===== src/rtl/ysyx_23060201_lsu_pkg.sv =====
// Shared types and constants for the load/store unit: FSM states, funct3 width
// codes, store mask bases and request decode helpers.
package ysyx_23060201_lsu_pkg;

    typedef enum logic [1:0] {
        ST_IDLE   = 2'd0,
        ST_ACCESS = 2'd1,
        ST_RESP   = 2'd2
    } lsu_state_e;

    localparam logic [2:0] F3_B  = 3'b000;
    localparam logic [2:0] F3_H  = 3'b001;
    localparam logic [2:0] F3_W  = 3'b010;
    localparam logic [2:0] F3_BU = 3'b100;
    localparam logic [2:0] F3_HU = 3'b101;

    localparam logic [3:0] MASK_B = 4'b0001;
    localparam logic [3:0] MASK_H = 4'b0011;
    localparam logic [3:0] MASK_W = 4'b1111;

    function automatic logic f3_valid(input logic [2:0] f3);
        return f3 inside {F3_B, F3_H, F3_W, F3_BU, F3_HU};
    endfunction

    function automatic logic f3_misalign(input logic [2:0] f3, input logic [1:0] off);
        logic mis;
        mis = 1'b0;
        case (f3)
            F3_H, F3_HU: mis = off[0];
            F3_W:        mis = (off != 2'b00);
            default:     mis = 1'b0;
        endcase
        return mis;
    endfunction

endpackage


===== src/rtl/ysyx_23060201_lsu_if.sv =====
// Request, response and data-memory port bundle of the load/store unit.
// The LSU is the slave; execute/writeback/memory side is the master.
interface ysyx_23060201_lsu_if #(
    parameter int ADDR_WIDTH = 32,
    parameter int DATA_WIDTH = 32
);
    logic                  in_valid;
    logic                  in_ready;
    logic                  in_is_load;
    logic                  in_is_store;
    logic [2:0]            in_funct3;
    logic [ADDR_WIDTH-1:0] in_addr;
    logic [DATA_WIDTH-1:0] in_wdata;
    logic [4:0]            in_rd;

    logic                  out_valid;
    logic                  out_ready;
    logic [DATA_WIDTH-1:0] out_rdata;
    logic [4:0]            out_rd;
    logic                  out_misalign;

    logic                  mem_wen;
    logic [ADDR_WIDTH-1:0] mem_waddr;
    logic [DATA_WIDTH-1:0] mem_wdata;
    logic [7:0]            mem_wmask;
    logic                  mem_ren;
    logic [ADDR_WIDTH-1:0] mem_raddr;
    logic [DATA_WIDTH-1:0] mem_rdata;

    modport master (
        output in_valid, in_is_load, in_is_store, in_funct3, in_addr, in_wdata, in_rd,
        output out_ready, mem_rdata,
        input  in_ready, out_valid, out_rdata, out_rd, out_misalign,
        input  mem_wen, mem_waddr, mem_wdata, mem_wmask, mem_ren, mem_raddr
    );

    modport slave (
        input  in_valid, in_is_load, in_is_store, in_funct3, in_addr, in_wdata, in_rd,
        input  out_ready, mem_rdata,
        output in_ready, out_valid, out_rdata, out_rd, out_misalign,
        output mem_wen, mem_waddr, mem_wdata, mem_wmask, mem_ren, mem_raddr
    );

endinterface


===== src/rtl/ysyx_23060201_lsu_align.sv =====
// Combinational byte-lane steering: store data/mask placement within the word
// and load byte/half extraction with sign or zero extension.
module ysyx_23060201_lsu_align
    import ysyx_23060201_lsu_pkg::*;
#(
    parameter int DATA_WIDTH = 32
) (
    input  logic [2:0]            funct3,
    input  logic [1:0]            off,
    input  logic [DATA_WIDTH-1:0] st_raw,
    output logic [DATA_WIDTH-1:0] st_data,
    output logic [3:0]            st_mask,
    input  logic [DATA_WIDTH-1:0] ld_word,
    output logic [DATA_WIDTH-1:0] ld_data
);
    logic [4:0]            sh;
    logic [3:0]            base;
    logic [7:0]            mask_wide;
    logic [DATA_WIDTH-1:0] ld_sh;

    assign sh        = {off, 3'b000};
    assign st_data   = st_raw << sh;
    assign mask_wide = {4'b0000, base} << off;
    // Lanes shifted past byte 3 are dropped, giving the truncated mask on a
    // misaligned access.
    assign st_mask   = mask_wide[3:0];
    assign ld_sh     = ld_word >> sh;

    always_comb begin
        base = MASK_W;
        case (funct3[1:0])
            2'b00:   base = MASK_B;
            2'b01:   base = MASK_H;
            default: base = MASK_W;
        endcase
    end

    always_comb begin
        ld_data = '0;
        case (funct3)
            F3_B:    ld_data = {{(DATA_WIDTH-8){ld_sh[7]}}, ld_sh[7:0]};
            F3_BU:   ld_data = {{(DATA_WIDTH-8){1'b0}}, ld_sh[7:0]};
            F3_H:    ld_data = {{(DATA_WIDTH-16){ld_sh[15]}}, ld_sh[15:0]};
            F3_HU:   ld_data = {{(DATA_WIDTH-16){1'b0}}, ld_sh[15:0]};
            F3_W:    ld_data = ld_sh;
            default: ld_data = '0;
        endcase
    end

endmodule


===== src/rtl/ysyx_23060201_lsu.sv =====
// Load/store unit: one request at a time, IDLE -> ACCESS (MEM_LATENCY cycles) -> RESP.
// Define YSYX_23060201_LSU_MISALIGN_EN to trap misaligned ops instead of issuing them.
module ysyx_23060201_lsu
    import ysyx_23060201_lsu_pkg::*;
#(
    parameter int ADDR_WIDTH  = 32,
    parameter int DATA_WIDTH  = 32,
    parameter int MEM_LATENCY = 1
) (
    input  logic                  clk,
    input  logic                  rst_n,
    ysyx_23060201_lsu_if.slave    bus
);
    localparam logic [3:0] LAT_M1 = 4'(MEM_LATENCY - 1);

    lsu_state_e            state_q, state_d;
    logic [3:0]            cnt_q;
    logic                  is_load_q, is_store_q;
    logic [2:0]            f3_q;
    logic [ADDR_WIDTH-1:0] addr_q;
    logic [DATA_WIDTH-1:0] wdata_q, rdata_q;
    logic [4:0]            rd_q;

    logic                  req_store, req_load, req_mem, req_go;
    logic [ADDR_WIDTH-1:0] addr_word;
    logic [DATA_WIDTH-1:0] st_data, ld_data;
    logic [3:0]            st_mask;

    // Load+store together is treated as a store.
    assign req_store = bus.in_is_store;
    assign req_load  = bus.in_is_load & ~bus.in_is_store;
    assign req_mem   = (req_store | req_load) & f3_valid(bus.in_funct3);

`ifdef YSYX_23060201_LSU_MISALIGN_EN
    logic req_mis, misalign_q;
    assign req_mis = req_mem & f3_misalign(bus.in_funct3, bus.in_addr[1:0]);
    assign req_go  = req_mem & ~req_mis;

    always_ff @(posedge clk or negedge rst_n) begin
        if (!rst_n)
            misalign_q <= 1'b0;
        else if (state_q == ST_IDLE && bus.in_valid)
            misalign_q <= req_mis;
    end
    assign bus.out_misalign = misalign_q;
`else
    assign req_go           = req_mem;
    assign bus.out_misalign = 1'b0;
`endif

    always_ff @(posedge clk or negedge rst_n) begin
        if (!rst_n) state_q <= ST_IDLE;
        else        state_q <= state_d;
    end

    always_comb begin
        state_d = state_q;
        case (state_q)
            ST_IDLE:   if (bus.in_valid) state_d = req_go ? ST_ACCESS : ST_RESP;
            ST_ACCESS: if (cnt_q == 4'd0) state_d = ST_RESP;
            ST_RESP:   if (bus.out_ready) state_d = ST_IDLE;
            default:   state_d = ST_IDLE;
        endcase
    end

    always_ff @(posedge clk or negedge rst_n) begin
        if (!rst_n) begin
            cnt_q      <= '0;
            is_load_q  <= 1'b0;
            is_store_q <= 1'b0;
            f3_q       <= '0;
            addr_q     <= '0;
            wdata_q    <= '0;
            rdata_q    <= '0;
            rd_q       <= '0;
        end else begin
            case (state_q)
                ST_IDLE: if (bus.in_valid) begin
                    cnt_q      <= LAT_M1;
                    is_load_q  <= req_load & req_go;
                    is_store_q <= req_store & req_go;
                    f3_q       <= bus.in_funct3;
                    addr_q     <= bus.in_addr;
                    wdata_q    <= bus.in_wdata;
                    rd_q       <= bus.in_rd;
                    rdata_q    <= '0;
                end
                ST_ACCESS: begin
                    if (cnt_q != 4'd0)  cnt_q   <= cnt_q - 4'd1;
                    else if (is_load_q) rdata_q <= ld_data;
                end
                default: ;
            endcase
        end
    end

    ysyx_23060201_lsu_align #(.DATA_WIDTH(DATA_WIDTH)) u_align (
        .funct3  (f3_q),
        .off     (addr_q[1:0]),
        .st_raw  (wdata_q),
        .st_data (st_data),
        .st_mask (st_mask),
        .ld_word (bus.mem_rdata),
        .ld_data (ld_data)
    );

    assign addr_word = {addr_q[ADDR_WIDTH-1:2], 2'b00};

    // The write strobe is a single pulse on the first ACCESS cycle; the counter
    // still holds its load value there.
    assign bus.mem_wen   = (state_q == ST_ACCESS) && is_store_q && (cnt_q == LAT_M1);
    assign bus.mem_ren   = (state_q == ST_ACCESS) && is_load_q;
    assign bus.mem_waddr = bus.mem_wen ? addr_word : '0;
    assign bus.mem_wdata = bus.mem_wen ? st_data : '0;
    assign bus.mem_wmask = bus.mem_wen ? {4'b0000, st_mask} : 8'h00;
    assign bus.mem_raddr = bus.mem_ren ? addr_word : '0;

    assign bus.in_ready  = (state_q == ST_IDLE);
    assign bus.out_valid = (state_q == ST_RESP);
    assign bus.out_rdata = rdata_q;
    assign bus.out_rd    = rd_q;

endmodule


===== src/flat_wrapper.sv =====
// flat-port wrapper written by rule: the top's interface ports become plain ports
module ysyx_23060201_lsu_flat import ysyx_23060201_lsu_pkg::*;
#(
    parameter int ADDR_WIDTH  = 32,
    parameter int DATA_WIDTH  = 32,
    parameter int MEM_LATENCY = 1
)
  (clk, rst_n, bus_in_valid, bus_in_is_load, bus_in_is_store, bus_in_funct3, bus_in_addr, bus_in_wdata, bus_in_rd, bus_out_ready, bus_mem_rdata, bus_in_ready, bus_out_valid, bus_out_rdata, bus_out_rd, bus_out_misalign, bus_mem_wen, bus_mem_waddr, bus_mem_wdata, bus_mem_wmask, bus_mem_ren, bus_mem_raddr);
  ysyx_23060201_lsu_if #(.ADDR_WIDTH(ADDR_WIDTH), .DATA_WIDTH(DATA_WIDTH)) bus_i ();
  input  logic clk;
  input  logic rst_n;
  input wire logic [$bits(bus_i.in_valid)-1:0] bus_in_valid;
  input wire logic [$bits(bus_i.in_is_load)-1:0] bus_in_is_load;
  input wire logic [$bits(bus_i.in_is_store)-1:0] bus_in_is_store;
  input wire logic [$bits(bus_i.in_funct3)-1:0] bus_in_funct3;
  input wire logic [$bits(bus_i.in_addr)-1:0] bus_in_addr;
  input wire logic [$bits(bus_i.in_wdata)-1:0] bus_in_wdata;
  input wire logic [$bits(bus_i.in_rd)-1:0] bus_in_rd;
  input wire logic [$bits(bus_i.out_ready)-1:0] bus_out_ready;
  input wire logic [$bits(bus_i.mem_rdata)-1:0] bus_mem_rdata;
  output wire logic [$bits(bus_i.in_ready)-1:0] bus_in_ready;
  output wire logic [$bits(bus_i.out_valid)-1:0] bus_out_valid;
  output wire logic [$bits(bus_i.out_rdata)-1:0] bus_out_rdata;
  output wire logic [$bits(bus_i.out_rd)-1:0] bus_out_rd;
  output wire logic [$bits(bus_i.out_misalign)-1:0] bus_out_misalign;
  output wire logic [$bits(bus_i.mem_wen)-1:0] bus_mem_wen;
  output wire logic [$bits(bus_i.mem_waddr)-1:0] bus_mem_waddr;
  output wire logic [$bits(bus_i.mem_wdata)-1:0] bus_mem_wdata;
  output wire logic [$bits(bus_i.mem_wmask)-1:0] bus_mem_wmask;
  output wire logic [$bits(bus_i.mem_ren)-1:0] bus_mem_ren;
  output wire logic [$bits(bus_i.mem_raddr)-1:0] bus_mem_raddr;
  assign bus_i.in_valid = bus_in_valid;
  assign bus_i.in_is_load = bus_in_is_load;
  assign bus_i.in_is_store = bus_in_is_store;
  assign bus_i.in_funct3 = bus_in_funct3;
  assign bus_i.in_addr = bus_in_addr;
  assign bus_i.in_wdata = bus_in_wdata;
  assign bus_i.in_rd = bus_in_rd;
  assign bus_i.out_ready = bus_out_ready;
  assign bus_i.mem_rdata = bus_mem_rdata;
  assign bus_in_ready = bus_i.in_ready;
  assign bus_out_valid = bus_i.out_valid;
  assign bus_out_rdata = bus_i.out_rdata;
  assign bus_out_rd = bus_i.out_rd;
  assign bus_out_misalign = bus_i.out_misalign;
  assign bus_mem_wen = bus_i.mem_wen;
  assign bus_mem_waddr = bus_i.mem_waddr;
  assign bus_mem_wdata = bus_i.mem_wdata;
  assign bus_mem_wmask = bus_i.mem_wmask;
  assign bus_mem_ren = bus_i.mem_ren;
  assign bus_mem_raddr = bus_i.mem_raddr;
  ysyx_23060201_lsu #(.ADDR_WIDTH(ADDR_WIDTH), .DATA_WIDTH(DATA_WIDTH), .MEM_LATENCY(MEM_LATENCY)) u_core (.clk(clk), .rst_n(rst_n), .bus(bus_i));
endmodule

===== config.mk =====
export PLATFORM = sky130hd
export DESIGN_NAME = ysyx_23060201_lsu_flat
export DESIGN_NICKNAME = d
export VERILOG_FILES = /design/src/rtl/ysyx_23060201_lsu_pkg.sv /design/src/rtl/ysyx_23060201_lsu_if.sv /design/src/rtl/ysyx_23060201_lsu_align.sv /design/src/rtl/ysyx_23060201_lsu.sv /design/src/flat_wrapper.sv
export SDC_FILE = /design/constraint.sdc
export NUM_CORES = 1
export LEC_CHECK = 0
export BUFFER_PORTS_ARGS = -buffer_cell sky130_fd_sc_hd__buf_4
export CORE_MARGIN = 2
export CORE_UTILIZATION = 25
export DETAILED_ROUTE_END_ITERATION = 10
export HOLD_SLACK_MARGIN = 0.08
export PLACE_DENSITY = 0.57
export SLEW_MARGIN = 0
export SYNTH_ARGS = -nofsm -noshare
export SYNTH_HDL_FRONTEND = slang
export SYNTH_SLANG_ARGS = --single-unit

===== constraint.sdc =====
create_clock -name clk -period 2.4 [get_ports clk]
set_input_delay 0.12 -clock clk [delete_from_list [all_inputs] [get_ports clk]]
set_output_delay 0.12 -clock clk [all_outputs]
set_load 0.05 [all_outputs]

==> results.toml <==
[outcome]
status = "completed"

[worst_setup_path]
critical_path_required_ns = 2.28
start_kind = "register"
cp_top_family = "simple AND/OR/NAND/NOR gates"
cpPeakStageDelay_ns = 0.44
cp.arrival_ns = 2.15
cp_slowest_cell = "dfrtp_1"
critical_path_class = "reg2out"
worstPathCellList = "inv_1 > ha_1 > nor3b_4 > nand3_2 > buf_8 > nor3_4 > and2_2 > buf_4"
critPathBufInv = 3
path_max_fanout = 20
cp-end-kind = "primary output"

[cts]
clock-sinks = 112
numCtsBuffers = 9
clk_transition_reported_paths_ns = 0.08
cts_tree = "built"
clockBufferDepth = 2
htree_levels = 3
clock_latency_ns = 0.36
root_buffer = "clkbuf_16"
post_cts_buffers = 0

[global_route]
antenna_found_initial = 0
grt_max_degree = 76
grt_pass1_vias = 5974
grtUsageTotal_pct = 16.21
grt_pass1_wl_um = 33130
grt_overflow = 0

[synth]
synth.most_common_cell = "nand2_1"
synth_common_cells = "nand2_1, dfrtp_1, and2_1, nor2_1, mux2i_1"
synth_area_leaders = "dfrtp_1, nand2_1, and2_1"
yosys_warnings = 0
synth_area_um2 = 6048
muxShareOfSynthArea_pct = 6.971
yosysTopAreaCell = "dfrtp_1"
synth.distinct_cells = 47
synthArstFlopShare_pct = 100.0
synth_area_per_cell_um2 = 8.653
synth_top_family_by_area = "simple AND/OR/NAND/NOR gates"
synth_cells = 699
synth.top_cell.area_share_pct = 46.34
synth_seq_cells = 112
synth_xor_area_share_pct = 0
synthSimpleGateAreaFrac_pct = 30.29
seq_area_frac_synth_pct = 46.34
synthAdderAreaFrac_pct = 0.2069
synth_compound_area_share_pct = 10.84
synth_top_flop_cell = "dfrtp_1"
synth_edf_count = 0

[sta]
slew_headroom_pct = 58.10
max_freq_mhz = 440.8
setup_viol = 0
min_period_over_period_pct = 94.52
fin_tns_setup_ns = 0
post-route-min-period_ns = 2.268
final_hold_viol_count = 0
layout_setup_ws_ns = 0.1316
slew_violations = 0
tightest_slew_ns = 0.6285
final.setup_skew_ns = 0.008679

[routing]
wl_um = 21130
drc = 0
ant_nets = 0
via_per_inst = 4.451
wl_per_cell_um = 15.84
routed-via-count = 5938
drtIter0Drc = 294
first_pass_iters = 4

[die]
die_y_um = 159.5
coreArea_um2 = 23610
fp.dieW_um = 159.5
placementRows = 56
boundaryPins = 256
die_area_um2 = 25450
start_util_pct = 25.61

[power_and_ir_drop]
powerDensity_nw_per_um2 = 944.9
ir_drop_mv = 0.3656
leakage_nw = 4.842
power.total_mw = 8.882

[layout]
diodes = 0
utilization_pct = 39.81
final_area_um2 = 9400
areaGrowthSynthToFinish_pct = 55.42
nNetsFinal = 1121
drive_above_1_share_pct = 32.12

[run]
max_cap_violations = 0

[place]
portBuffers = 246
dp_hpwl_um = 14700
place_ws_ns = 0.4309
routabilityCongestion = 0.7675
placed_cell_area_um2 = 8240

[min_path]
worstHoldPathType = "in2reg"
power breakdown:
part | internal [mW] | leakage (nW) | switching [mW]
logic | 1.54 | 3.26 | 2.59
clock network | 0.719 | 0.141 | 0.773
registers | 2.57 | 1.44 | 0.694
total | 4.83 | 4.84 | 4.05
worst min-delay path, stage by stage:
cell and delay [ns]:
buf_4 0.08, mux2_2 0.14, a221o_2 0.13
cells by family (layout without fill, tap and decap cells):
logic type | after synthesis | count (layout)
and+or+nand+nor | 392 | 393
DFF | 112 | 112
AOI/OAI and AO/OA | 88 | 88
buffers and inverters | 64 | 371
muxes | 41 | 41
adders and majority gates | 1 | 1
other | 1 | 9
layout by cell type, fill, tap and decap left out, types with 3 or more instances in the layout:
master	Yosys	final
and2_1	75	67
inv_1	6	6
a211oi_1	18	16
nand3_1	10	9
a21oi_1	12	11
inv_6	0	3
a221o_1	10	10
clkbuf_16	0	9
nand2_1	238	237
buf_12	0	3
mux2_2	9	9
nor2b_1	12	12
a22o_1	10	10
and2_2	0	8
dfrtp_1	112	109
conb_1	1	9
nor2_1	34	34
mux2i_1	32	32
dfrtp_2	0	3
dlygate4sd3_1	0	84
buf_4	9	259
o21ai_0	24	24
a221o_2	6	6
state kept, by name (all words and copies together) (netlist names):
signal,flops
u_core.cnt_q,4
u_core.state_q,2
u_core.wdata_q,32
u_core.is_load_q,1
u_core.addr_q,32
u_core.is_store_q,1
u_core.bus.out_rdata,32
u_core.bus.out_rd,5
u_core.f3_q,3
final timing paths:
kind / from / to / slack, ns / cells after the start
min: bus_mem_rdata[22] / u_core.bus.out_rdata[22] / 0.15 / 3
max in group asynchronous: rst_n / u_core.addr_q[6] / 1.37 / 3
min reg2reg: u_core.wdata_q[24] / u_core.wdata_q[24] / 0.47 / 2
max: u_core.cnt_q[0] / bus_mem_wdata[0] / 0.13 / 8
min in group asynchronous: rst_n / u_core.addr_q[26] / 0.33 / 2
max reg2reg: u_core.cnt_q[0] / u_core.bus.out_rdata[17] / 0.43 / 7
through the flow:
stage / std cells / hold slack, ns
6_report: 1334 / 0.1511
3_3_place_gp: 1233 / 0.1988
5_1_grt: 1334 / 0.1453
2_1_floorplan: 707 / -0.1756
3_5_place_dp: 1233 / 0.1916
4_1_cts: 1333 / 0.1371
routing by layer:
metal | part of all wire (%) | global-route usage [%] | vias up
li1 | - | - | 2906
met5 | 0 | 0 | -
met4 | 1.4 | 4.504 | 0
met3 | 4.5 | 2.527 | 17
met1 | 45 | 21.03 | 2846
met2 | 49 | 27.96 | 169
final cells by class:
| cell class | count | area [µm²] |
|---|---|---|
| well taps | 319 | 399.1 |
| fillers | 2394 | 14210 |
| inverters | 6 | 22.52 |
| clock buffers | 9 | 225.2 |
| flip-flops and latches | 112 | 2806 |
| repair buffers | 349 | 2883 |
| multi-input cells | 532 | 3010 |
| clock inverters | 7 | 53.80 |
timing repair:
item	in CTS	in global routing
endpoints found under the hold margin	126	0
hold buffers	84	0
setup endpoints to repair	0	19
resized for setup	0	8
No activity file was read; power rests on OpenSTA's default activity.
